File: config.mk
export PLATFORM = sky130hd
export DESIGN_NAME = chip8_video_scan_flat
export DESIGN_NICKNAME = d
export VERILOG_FILES = /design/src/rtl/chip8_video_scan_if.sv /design/src/rtl/chip8_video_scan.sv /design/src/flat_wrapper.sv
export SDC_FILE = /design/constraint.sdc
export NUM_CORES = 1
export LEC_CHECK = 0
export CAP_MARGIN = 25
export CELL_PAD_IN_SITES_DETAIL_PLACEMENT = 1
export CELL_PAD_IN_SITES_GLOBAL_PLACEMENT = 2
export CORE_UTILIZATION = 30
export DETAILED_ROUTE_END_ITERATION = 10
export PLACE_DENSITY_LB_ADDON = 0.1
export SYNTH_ARGS = -nofsm -noshare
export SYNTH_HDL_FRONTEND = slang
export SYNTH_SLANG_ARGS = --single-unit
File: constraint.sdc
create_clock -name clk -period 2.28 [get_ports clk]
set_input_delay 0.684 -clock clk [delete_from_list [all_inputs] [get_ports clk]]
set_output_delay 0.684 -clock clk [all_outputs]
set_load 0.01 [all_outputs]
File: src/rtl/chip8_video_scan_if.sv
// ---------------------------------------------------------------------------
// chip8_video_scan_if
// Bundles the VRAM read port and the VGA output pins of the CHIP-8 scanout
// stage.
//   scan_hpos   [6:0]  VRAM read column (scanout -> VRAM)
//   scan_vpos   [5:0]  VRAM read row    (scanout -> VRAM)
//   scan_pixel  [1:0]  VRAM read data   (VRAM -> scanout)
//   vga_hsync          horizontal sync, active low
//   vga_vsync          vertical sync, active low
//   vga_r/g/b   [3:0]  colour
//   frame_start        one-clk pulse at each frame wrap (CPU 60 Hz tick)
// master: the scanout block. slave: VRAM / display / CPU side.
// ---------------------------------------------------------------------------
interface chip8_video_scan_if;
    logic [6:0] scan_hpos;
    logic [5:0] scan_vpos;
    logic [1:0] scan_pixel;
    logic       vga_hsync;
    logic       vga_vsync;
    logic [3:0] vga_r;
    logic [3:0] vga_g;
    logic [3:0] vga_b;
    logic       frame_start;

    modport master (
        output scan_hpos,
        output scan_vpos,
        input  scan_pixel,
        output vga_hsync,
        output vga_vsync,
        output vga_r,
        output vga_g,
        output vga_b,
        output frame_start
    );

    modport slave (
        input  scan_hpos,
        input  scan_vpos,
        output scan_pixel,
        input  vga_hsync,
        input  vga_vsync,
        input  vga_r,
        input  vga_g,
        input  vga_b,
        input  frame_start
    );
endinterface

File: src/rtl/chip8_video_scan.sv
// ---------------------------------------------------------------------------
// chip8_video_scan
// VGA scanout for the CHIP-8 128x64 2-bit VRAM. Generates line/frame timing,
// addresses VRAM for a centred window with each VRAM pixel replicated
// (1<<SCALE_LOG2) times in both directions, maps pixel codes to 12-bit RGB
// and pulses frame_start once per frame.
// Ports:
//   clk       system clock
//   reset_n   asynchronous active-low reset
//   pix_ce    pixel clock enable; every register advances only when high
//   vif       master side of chip8_video_scan_if (VRAM read port + VGA pins)
// Colour and sync for counter position N appear two pix_ce cycles after the
// counters show N.
// ---------------------------------------------------------------------------
module chip8_video_scan #(
    parameter int H_ACTIVE   = 640,
    parameter int H_FP       = 16,
    parameter int H_SYNC     = 96,
    parameter int H_BP       = 48,
    parameter int V_ACTIVE   = 480,
    parameter int V_FP       = 10,
    parameter int V_SYNC     = 2,
    parameter int V_BP       = 33,
    parameter int SCALE_LOG2 = 2,
    parameter int X_OFFSET   = 64,
    parameter int Y_OFFSET   = 112
) (
    input  logic               clk,
    input  logic               reset_n,
    input  logic               pix_ce,
    chip8_video_scan_if.master vif
);
    localparam int H_TOTAL = H_ACTIVE + H_FP + H_SYNC + H_BP;
    localparam int V_TOTAL = V_ACTIVE + V_FP + V_SYNC + V_BP;

    localparam logic [9:0] H_LAST   = 10'(H_TOTAL - 1);
    localparam logic [9:0] V_LAST   = 10'(V_TOTAL - 1);
    localparam logic [9:0] H_ACT    = 10'(H_ACTIVE);
    localparam logic [9:0] V_ACT    = 10'(V_ACTIVE);
    localparam logic [9:0] HS_BEGIN = 10'(H_ACTIVE + H_FP);
    localparam logic [9:0] HS_END   = 10'(H_ACTIVE + H_FP + H_SYNC);
    localparam logic [9:0] VS_BEGIN = 10'(V_ACTIVE + V_FP);
    localparam logic [9:0] VS_END   = 10'(V_ACTIVE + V_FP + V_SYNC);
    localparam logic [9:0] WIN_X0   = 10'(X_OFFSET);
    localparam logic [9:0] WIN_X1   = 10'(X_OFFSET + (128 << SCALE_LOG2));
    localparam logic [9:0] WIN_Y0   = 10'(Y_OFFSET);
    localparam logic [9:0] WIN_Y1   = 10'(Y_OFFSET + (64 << SCALE_LOG2));

    // Blanking wins over everything, then the border outside the picture.
    function automatic logic [11:0] pixel_colour(input logic       active,
                                                 input logic       window,
                                                 input logic [1:0] code);
        logic [11:0] rgb;
        if (!active) begin
            rgb = 12'h000;
        end else if (!window) begin
            rgb = 12'h222;
        end else begin
            case (code)
                2'b00:   rgb = 12'h000;
                2'b01:   rgb = 12'hFFF;
                2'b10:   rgb = 12'h0F0;
                default: rgb = 12'hF00;
            endcase
        end
        return rgb;
    endfunction

    logic [9:0]  h_cnt_q, h_cnt_d;
    logic [9:0]  v_cnt_q, v_cnt_d;
    logic        active_p0, window_p0, hsync_p0, vsync_p0, last_p0;
    logic [9:0]  h_rel_p0, v_rel_p0;
    logic        active_p1_q, active_p1_d;
    logic        window_p1_q, window_p1_d;
    logic        hsync_p1_q, hsync_p1_d;
    logic        vsync_p1_q, vsync_p1_d;
    logic [1:0]  pixel_p1_q, pixel_p1_d;
    logic [11:0] rgb_p2_q, rgb_p2_d;
    logic        hsync_p2_q, hsync_p2_d;
    logic        vsync_p2_q, vsync_p2_d;

    // ---- stage 0: counters and combinational VRAM address ----
    assign active_p0 = (h_cnt_q < H_ACT) && (v_cnt_q < V_ACT);
    assign window_p0 = (h_cnt_q >= WIN_X0) && (h_cnt_q < WIN_X1) &&
                       (v_cnt_q >= WIN_Y0) && (v_cnt_q < WIN_Y1);
    assign hsync_p0  = !((h_cnt_q >= HS_BEGIN) && (h_cnt_q < HS_END));
    assign vsync_p0  = !((v_cnt_q >= VS_BEGIN) && (v_cnt_q < VS_END));
    assign last_p0   = (h_cnt_q == H_LAST) && (v_cnt_q == V_LAST);
    assign h_rel_p0  = h_cnt_q - WIN_X0;
    assign v_rel_p0  = v_cnt_q - WIN_Y0;

    // The address only moves on pix_ce, so it stays stable until the next
    // enabled edge samples scan_pixel, whatever the pix_ce duty cycle.
    assign vif.scan_hpos   = window_p0 ? 7'(h_rel_p0 >> SCALE_LOG2) : 7'd0;
    assign vif.scan_vpos   = window_p0 ? 6'(v_rel_p0 >> SCALE_LOG2) : 6'd0;
    // Fires in the cycle whose enabled edge wraps (last,last) -> (0,0); the
    // reset-released (0,0) is never reached by a wrap, so it gets no pulse.
    assign vif.frame_start = pix_ce & last_p0;

    always_comb begin
        h_cnt_d     = h_cnt_q;
        v_cnt_d     = v_cnt_q;
        active_p1_d = active_p1_q;
        window_p1_d = window_p1_q;
        hsync_p1_d  = hsync_p1_q;
        vsync_p1_d  = vsync_p1_q;
        pixel_p1_d  = pixel_p1_q;
        rgb_p2_d    = rgb_p2_q;
        hsync_p2_d  = hsync_p2_q;
        vsync_p2_d  = vsync_p2_q;
        if (pix_ce) begin
            if (h_cnt_q == H_LAST) begin
                h_cnt_d = 10'd0;
                v_cnt_d = (v_cnt_q == V_LAST) ? 10'd0 : v_cnt_q + 10'd1;
            end else begin
                h_cnt_d = h_cnt_q + 10'd1;
            end
            // ---- stage 1: decoded position plus the VRAM data it addressed ----
            active_p1_d = active_p0;
            window_p1_d = window_p0;
            hsync_p1_d  = hsync_p0;
            vsync_p1_d  = vsync_p0;
            pixel_p1_d  = vif.scan_pixel;
            // ---- stage 2: palette and sync pins, aligned ----
            rgb_p2_d    = pixel_colour(active_p1_q, window_p1_q, pixel_p1_q);
            hsync_p2_d  = hsync_p1_q;
            vsync_p2_d  = vsync_p1_q;
        end
    end

    always_ff @(posedge clk or negedge reset_n) begin
        if (!reset_n) begin
            h_cnt_q     <= 10'd0;
            v_cnt_q     <= 10'd0;
            active_p1_q <= 1'b0;
            window_p1_q <= 1'b0;
            hsync_p1_q  <= 1'b1;
            vsync_p1_q  <= 1'b1;
            pixel_p1_q  <= 2'b00;
            rgb_p2_q    <= 12'h000;
            hsync_p2_q  <= 1'b1;
            vsync_p2_q  <= 1'b1;
        end else begin
            h_cnt_q     <= h_cnt_d;
            v_cnt_q     <= v_cnt_d;
            active_p1_q <= active_p1_d;
            window_p1_q <= window_p1_d;
            hsync_p1_q  <= hsync_p1_d;
            vsync_p1_q  <= vsync_p1_d;
            pixel_p1_q  <= pixel_p1_d;
            rgb_p2_q    <= rgb_p2_d;
            hsync_p2_q  <= hsync_p2_d;
            vsync_p2_q  <= vsync_p2_d;
        end
    end

    assign vif.vga_hsync = hsync_p2_q;
    assign vif.vga_vsync = vsync_p2_q;
    assign vif.vga_r     = rgb_p2_q[11:8];
    assign vif.vga_g     = rgb_p2_q[7:4];
    assign vif.vga_b     = rgb_p2_q[3:0];
endmodule

File: src/flat_wrapper.sv
// flat-port wrapper written by rule: the top's interface ports become plain ports
module chip8_video_scan_flat 
#(
    parameter int H_ACTIVE   = 640,
    parameter int H_FP       = 16,
    parameter int H_SYNC     = 96,
    parameter int H_BP       = 48,
    parameter int V_ACTIVE   = 480,
    parameter int V_FP       = 10,
    parameter int V_SYNC     = 2,
    parameter int V_BP       = 33,
    parameter int SCALE_LOG2 = 2,
    parameter int X_OFFSET   = 64,
    parameter int Y_OFFSET   = 112
)
  (clk, reset_n, pix_ce, vif_scan_hpos, vif_scan_vpos, vif_scan_pixel, vif_vga_hsync, vif_vga_vsync, vif_vga_r, vif_vga_g, vif_vga_b, vif_frame_start);
  chip8_video_scan_if vif_i ();
  input  logic clk;
  input  logic reset_n;
  input  logic pix_ce;
  output wire logic [$bits(vif_i.scan_hpos)-1:0] vif_scan_hpos;
  output wire logic [$bits(vif_i.scan_vpos)-1:0] vif_scan_vpos;
  input wire logic [$bits(vif_i.scan_pixel)-1:0] vif_scan_pixel;
  output wire logic [$bits(vif_i.vga_hsync)-1:0] vif_vga_hsync;
  output wire logic [$bits(vif_i.vga_vsync)-1:0] vif_vga_vsync;
  output wire logic [$bits(vif_i.vga_r)-1:0] vif_vga_r;
  output wire logic [$bits(vif_i.vga_g)-1:0] vif_vga_g;
  output wire logic [$bits(vif_i.vga_b)-1:0] vif_vga_b;
  output wire logic [$bits(vif_i.frame_start)-1:0] vif_frame_start;
  assign vif_scan_hpos = vif_i.scan_hpos;
  assign vif_scan_vpos = vif_i.scan_vpos;
  assign vif_i.scan_pixel = vif_scan_pixel;
  assign vif_vga_hsync = vif_i.vga_hsync;
  assign vif_vga_vsync = vif_i.vga_vsync;
  assign vif_vga_r = vif_i.vga_r;
  assign vif_vga_g = vif_i.vga_g;
  assign vif_vga_b = vif_i.vga_b;
  assign vif_frame_start = vif_i.frame_start;
  chip8_video_scan #(.H_ACTIVE(H_ACTIVE), .H_FP(H_FP), .H_SYNC(H_SYNC), .H_BP(H_BP), .V_ACTIVE(V_ACTIVE), .V_FP(V_FP), .V_SYNC(V_SYNC), .V_BP(V_BP), .SCALE_LOG2(SCALE_LOG2), .X_OFFSET(X_OFFSET), .Y_OFFSET(Y_OFFSET)) u_core (.clk(clk), .reset_n(reset_n), .pix_ce(pix_ce), .vif(vif_i));
endmodule
Word-level counts from Yosys, hierarchy flattened
Index checks and enable logic that the tools add are counted.

Bits in writable memories: 0. Bits in registers: 40. Memory bits (read-only): 0. Output and inout bits: 28. Memories: 0. Input port bits: 5. Bits in latches: 0. Word-level logic and storage cells: 47.

Multiplexer cells: 7. Multiply operators: 0. $add $sub $neg: 4. Magnitude comparators: 10. Shift-type cells: 0. Bitwise logic cells: 1. Divide/modulo/power cells: 0. Reductions and logical operators: 11. Equality and inequality tests: 4.

Operators by type and width (number): 12-bit one-hot mux with 3 select lines (1); 10-bit < comparator (second input constant) (3); 10-bit by 9-bit < comparator with 1-bit output (second input constant) (3); 12-bit 2-to-1 mux (2); 10-bit by 1-bit adder with 10-bit output (second input constant) (2); 10-bit equality test (second input constant) (2); 10-bit by 7-bit greater-or-equal comparator with 1-bit output (second input constant) (2); 10-bit 2-to-1 mux (2); 10-bit greater-or-equal comparator (second input constant) (1); 10-bit by 9-bit greater-or-equal comparator with 1-bit output (second input constant) (1); 9-bit by 7-bit subtractor with 9-bit output (second input constant) (1); 8-bit by 7-bit subtractor with 8-bit output (second input constant) (1); 1-bit logical AND (7); 7-bit 2-to-1 mux (1); 6-bit 2-to-1 mux (1); 2-bit by 1-bit equality test with 1-bit output (second input constant) (1); 2-bit equality test (second input constant) (1); 1-bit zero test (2); 2-bit zero test (1); 2-bit AND reduction (1); 1-bit AND (1).

Longest topological paths before layout
Depth in word-level cells: 5. Depth in mapped cells: 7. Gate-level depth less buffers: 6.

Worst setup path before layout
Ideal clock, no wire load.

Path kind: reg2out. From: reg u_core.h_cnt_q[7]. To: out vif_scan_hpos[6]. Data arrival time: 1.621 ns. Cell stages (with the launch flop): 7. Path buffers: 0. Data required time: 1.596 ns. Path slack: -0.025 ns. Path through: dfrtp_1 -> inv_1 -> ha_1 -> nand2b_1 -> a311oi_1 -> a2111o_1 -> a21oi_1.

Longest elaborated chain between the ends: 5. Elaborated cells on any way between the ends: 7. Classes of those cells: 1 x add/sub; 2 x order compare; 1 x mux; 3 x reduce/logical.

Ends and longest elaborated chain: start, declared (RTL line chip8_video_scan.sv:69) `logic [9:0] h_cnt_q, h_cnt_d;`; start signal, assigned (RTL line chip8_video_scan.sv:144) `h_cnt_q <= h_cnt_d;`; 10-bit by 7-bit greater-or-equal comparator with 1-bit output / 10-bit < comparator (equally long branches) (RTL line chip8_video_scan.sv:84) `assign window_p0 = (h_cnt_q >= WIN_X0) && (h_cnt_q < WIN_X1) &&`; 1-bit logical AND (2 in series) (RTL line chip8_video_scan.sv:84); 1-bit logical AND (RTL line chip8_video_scan.sv:85) `(v_cnt_q >= WIN_Y0) && (v_cnt_q < WIN_Y1);`; 7-bit 2-to-1 mux (*) (RTL line chip8_video_scan.sv:94) `assign vif.scan_hpos = window_p0 ? 7'(h_rel_p0 >> SCALE_LOG2) : 7'd0;`; end, declared (RTL line flat_wrapper.sv:21) `output wire logic [$bits(vif_i.scan_hpos)-1:0] vif_scan_hpos;`.

Every way passes the cells marked *; elsewhere a longest branch is shown, timed or not.

Worst setup path after layout
From: reg u_core.v_cnt_q[5]. To: out vif_scan_vpos[1].

Longest elaborated chain between the ends: 4. Elaborated cells on any way between the ends: 5. Classes of those cells: 2 x order compare; 1 x mux; 2 x reduce/logical.

Ends and longest elaborated chain: start, declared (RTL line chip8_video_scan.sv:70) `logic [9:0] v_cnt_q, v_cnt_d;`; start signal, assigned (RTL line chip8_video_scan.sv:145) `v_cnt_q <= v_cnt_d;`; 10-bit by 7-bit greater-or-equal comparator with 1-bit output (RTL line chip8_video_scan.sv:85); 1-bit logical AND (RTL line chip8_video_scan.sv:84); 1-bit logical AND (*) (RTL line chip8_video_scan.sv:85); 6-bit 2-to-1 mux (*) (RTL line chip8_video_scan.sv:95) `assign vif.scan_vpos = window_p0 ? 6'(v_rel_p0 >> SCALE_LOG2) : 6'd0;`; end, declared (RTL line flat_wrapper.sv:22) `output wire logic [$bits(vif_i.scan_vpos)-1:0] vif_scan_vpos;`.

Marked as above.

==> out/metrics.csv <==
stage,metric,value,unit
run_status,status,"finished, violations left",
run_status,failed_checks,setup timing,
synthesis,syn-cell-area,2080,um2
cts,cts_buffers,5,
synthesis,avgSynthCellArea,9.59,um2
cts,cts.sinks,34,
grt,grt_usage,0.182,
worst_setup_path,timing_worst_setup_path_type,flip-flop to primary output,
floorplanning,dieWidth,85.3,um
cts,clock_latency,290,ps
timing,finalCritPeriodShare,1.24,
layout,nFillCells,730,
place,post-dp-hpwl,4470,um
drt,dr.pass1.iters,4,
place,portBuffers,32,
worst_setup_path,crit_path_end_kind,primary output,
floorplanning,dieArea,7280,um2
layout,drive_above_1_share,0.384,
grt,grt_max_degree,41,
timing,fmax,354,MHz
grt,grt_overflow,0,
run,max-cap-violations,0,
worst_hold_path,holdCritPathClass,input port to asynchronous set/reset pin,
timing,finalHoldViolations,0,
synthesis,yosys-top-cells-area,"dfrtp_1 36%, ha_1 8.4%, o21ai_0 5.3%",
worst_setup_path,critPathArrivalTime,2140,ps
layout,diodes,0,
cts,clock_path_buffers,2,
synthesis,ys_seq_area_frac,0.411,
grt,grt_pass1_vias,2050,
floorplanning,die_y,85.3,um
timing,maxSlewViolCount,0,
grt,grt_pass1_wl,10200,um
drt,drc,0,
timing,setup_viol,14,
synthesis,synth_edf_count,0,
layout,area_growth,49.5,%
cts,cts_tree,done,
power,p_per_area,609,nW/um2
worst_setup_path,path_max_fanout,3,
cts,cts-root-buf,clkbuf_8,
timing,tightest_slew,720,ps
synthesis,yosysUniqueCellTypes,48,
layout,fin_util,0.477,
timing,rsz0062_at_grt,true,
drt,wl,6190,um
power,report.power.total,1.90,mW
drt,avgRoutedWirePerCell,16.3,um
layout,nNetsFinal,321,
synthesis,yosys.area.top_type,dfrtp_1,
drt,vias_per_cell,5.08,
worst_setup_path,crit_required,1600,ps
timing,finalWorstPathRequiredPeriod,2820,ps
layout,mostFrequentLayoutCells,"51 x buf_4, 30 x dfrtp_1, 22 x o21ai_0",
drt,antenna_left,0,
layout,finalNonFillerCells,379,
drt,route.vias.total,1925,
floorplanning,core-area,6530,um2
cts,clk_pin_slew,70,ps
synthesis,synth_top_area_frac,0.361,
drt,drt-initial-drc-count,56,
layout,layout_commonest_cell,buf_4,
floorplanning,initial_core_util,0.319,
timing,fin_ws,-541,ps
floorplanning,rows,29,
synthesis,yosysWarnings,0,
power,peakVddDrop,0.251,mV
power,power.leakage,1.49,nW
synthesis,ys_ff_latch,34,
synthesis,synth_ff_type,dfrtp_1,
timing,relSlewSlack,0.514,
timing,fin_skew,8.37,ps
worst_setup_path,critPathLaunchType,flip-flop,
floorplanning,pin_count,33,
synthesis,syn_inst,217,
synthesis,synth_fp_nets,236,
synthesis,async_flop_share,1.00,
cts,h-tree-depth,2,
place,gp_congestion,0.793,
place,placedCellCount,363,
grt,antenna_found_initial,0,
cts,holdBufCountCts,0,
cells in the mapped netlist, drive strengths merged, types with 3 or more instances:
master and number:
a21oi 6, a21o 4, buf 10, ha 14, nand3 9, and2 7
dfrtp 30, a31oi 5, nand2b 3, xnor2 7, and3 5, clkbuf 3
nor2 12, dfstp 4, nand2 12, nand4 7, nand4b 3, nor4b 5
o21ai 22, mux2 3, inv 20
layer usage:
metal  up-vias  wire length (um)  track usage
met1       962              2910        0.227
met2        20              3060        0.317
li1        933                 -            -
met3        10               108       0.0340
met4         0               115       0.0621
met5         -                 0            0
registers in the layout, summed over array words and instances, names as in the netlist:
name                  count
u_core.h_cnt_q           10
u_core.vif.vga_vsync      1
u_core.window_p1_q        1
u_core.vif.vga_hsync      1
u_core.rgb_p2_q           6
u_core.active_p1_q        1
u_core.pixel_p1_q         2
u_core.vsync_p1_q         1
u_core.hsync_p1_q         1
u_core.v_cnt_q           10
where the power goes:
| part | internal [mW] | switching (mW) | leakage (nW) |
|---|---|---|---|
| registers | 0.664 | 0.0540 | 0.397 |
| logic | 0.326 | 0.274 | 1.04 |
| clock network | 0.350 | 0.229 | 0.0573 |
critical path: stages, from the launching register on:
cell and delay (ps):
dfrtp_1 390, ha_2 210, a21oi_2 160, xor2_1 100, buf_4 150, a2111oi_4 260
buf_4 180, buf_6 100, buf_6 80, and2_4 120, buf_6 90
repair_timing:
action | in CTS | in global routing
buffers inserted | 8 | 1
pin swaps | 11 | 10
cloned | 0 | 0
resized for setup | 80 | 22
endpoints found under the setup margin | 14 | 14
stage by stage:
stage | hold slack [ps] | TNS [ps] | setup WS (ps) | cell area, um2
3_5_place_dp | 497 | -10790 | -810 | 2800
6_report | 324 | -6620 | -541 | 3110
5_1_grt | 339 | -8110 | -670 | 3110
2_1_floorplan | 388 | -24.7 | -24.7 | 2080
3_3_place_gp | 484 | -10610 | -822 | 2800
4_1_cts | 326 | -6930 | -582 | 3000
layout make-up:
| class | instances | area [um2] | share of cell area |
|---|---|---|---|
| clock buffer | 6 | 82.6 | 0.0265 |
| inverter | 20 | 75.1 | 0.0241 |
| multi-input combinational | 150 | 1190 | 0.383 |
| tap | 77 | 96.3 | 0.0309 |
| clock inverter | 1 | 30.0 | 0.00965 |
| timing repair buffer | 91 | 782 | 0.251 |
| sequential | 34 | 856 | 0.275 |
worst paths after layout:
kind,slack [ps],end,cells past startpoint,from
min in group clk,500,u_core.hsync_p1_q,2,u_core.hsync_p1_q
hold reg to reg,500,u_core.hsync_p1_q,2,u_core.hsync_p1_q
max in group asynchronous,1420,u_core.vif.vga_vsync,2,reset_n
hold / removal,320,u_core.h_cnt_q[7],1,reset_n
setup / recovery,-540,vif_scan_vpos[1],10,u_core.v_cnt_q[5]
setup reg to reg,330,u_core.h_cnt_q[7],8,u_core.h_cnt_q[1]
kinds of logic (layout without fill, tap and decap cells):
group / after synthesis / count (layout) / share of synthesized area
muxes: 4 / 4 / 0.0210
DFF: 34 / 34 / 0.411
adders and majority gates: 14 / 14 / 0.0841
xor gates and xnor gates: 9 / 9 / 0.0379
buffers and inverters: 33 / 118 / 0.0751
and+or+nand+nor: 74 / 74 / 0.222
AOI/OAI and AO/OA: 49 / 49 / 0.149
(Power assumes the default switching activity.)
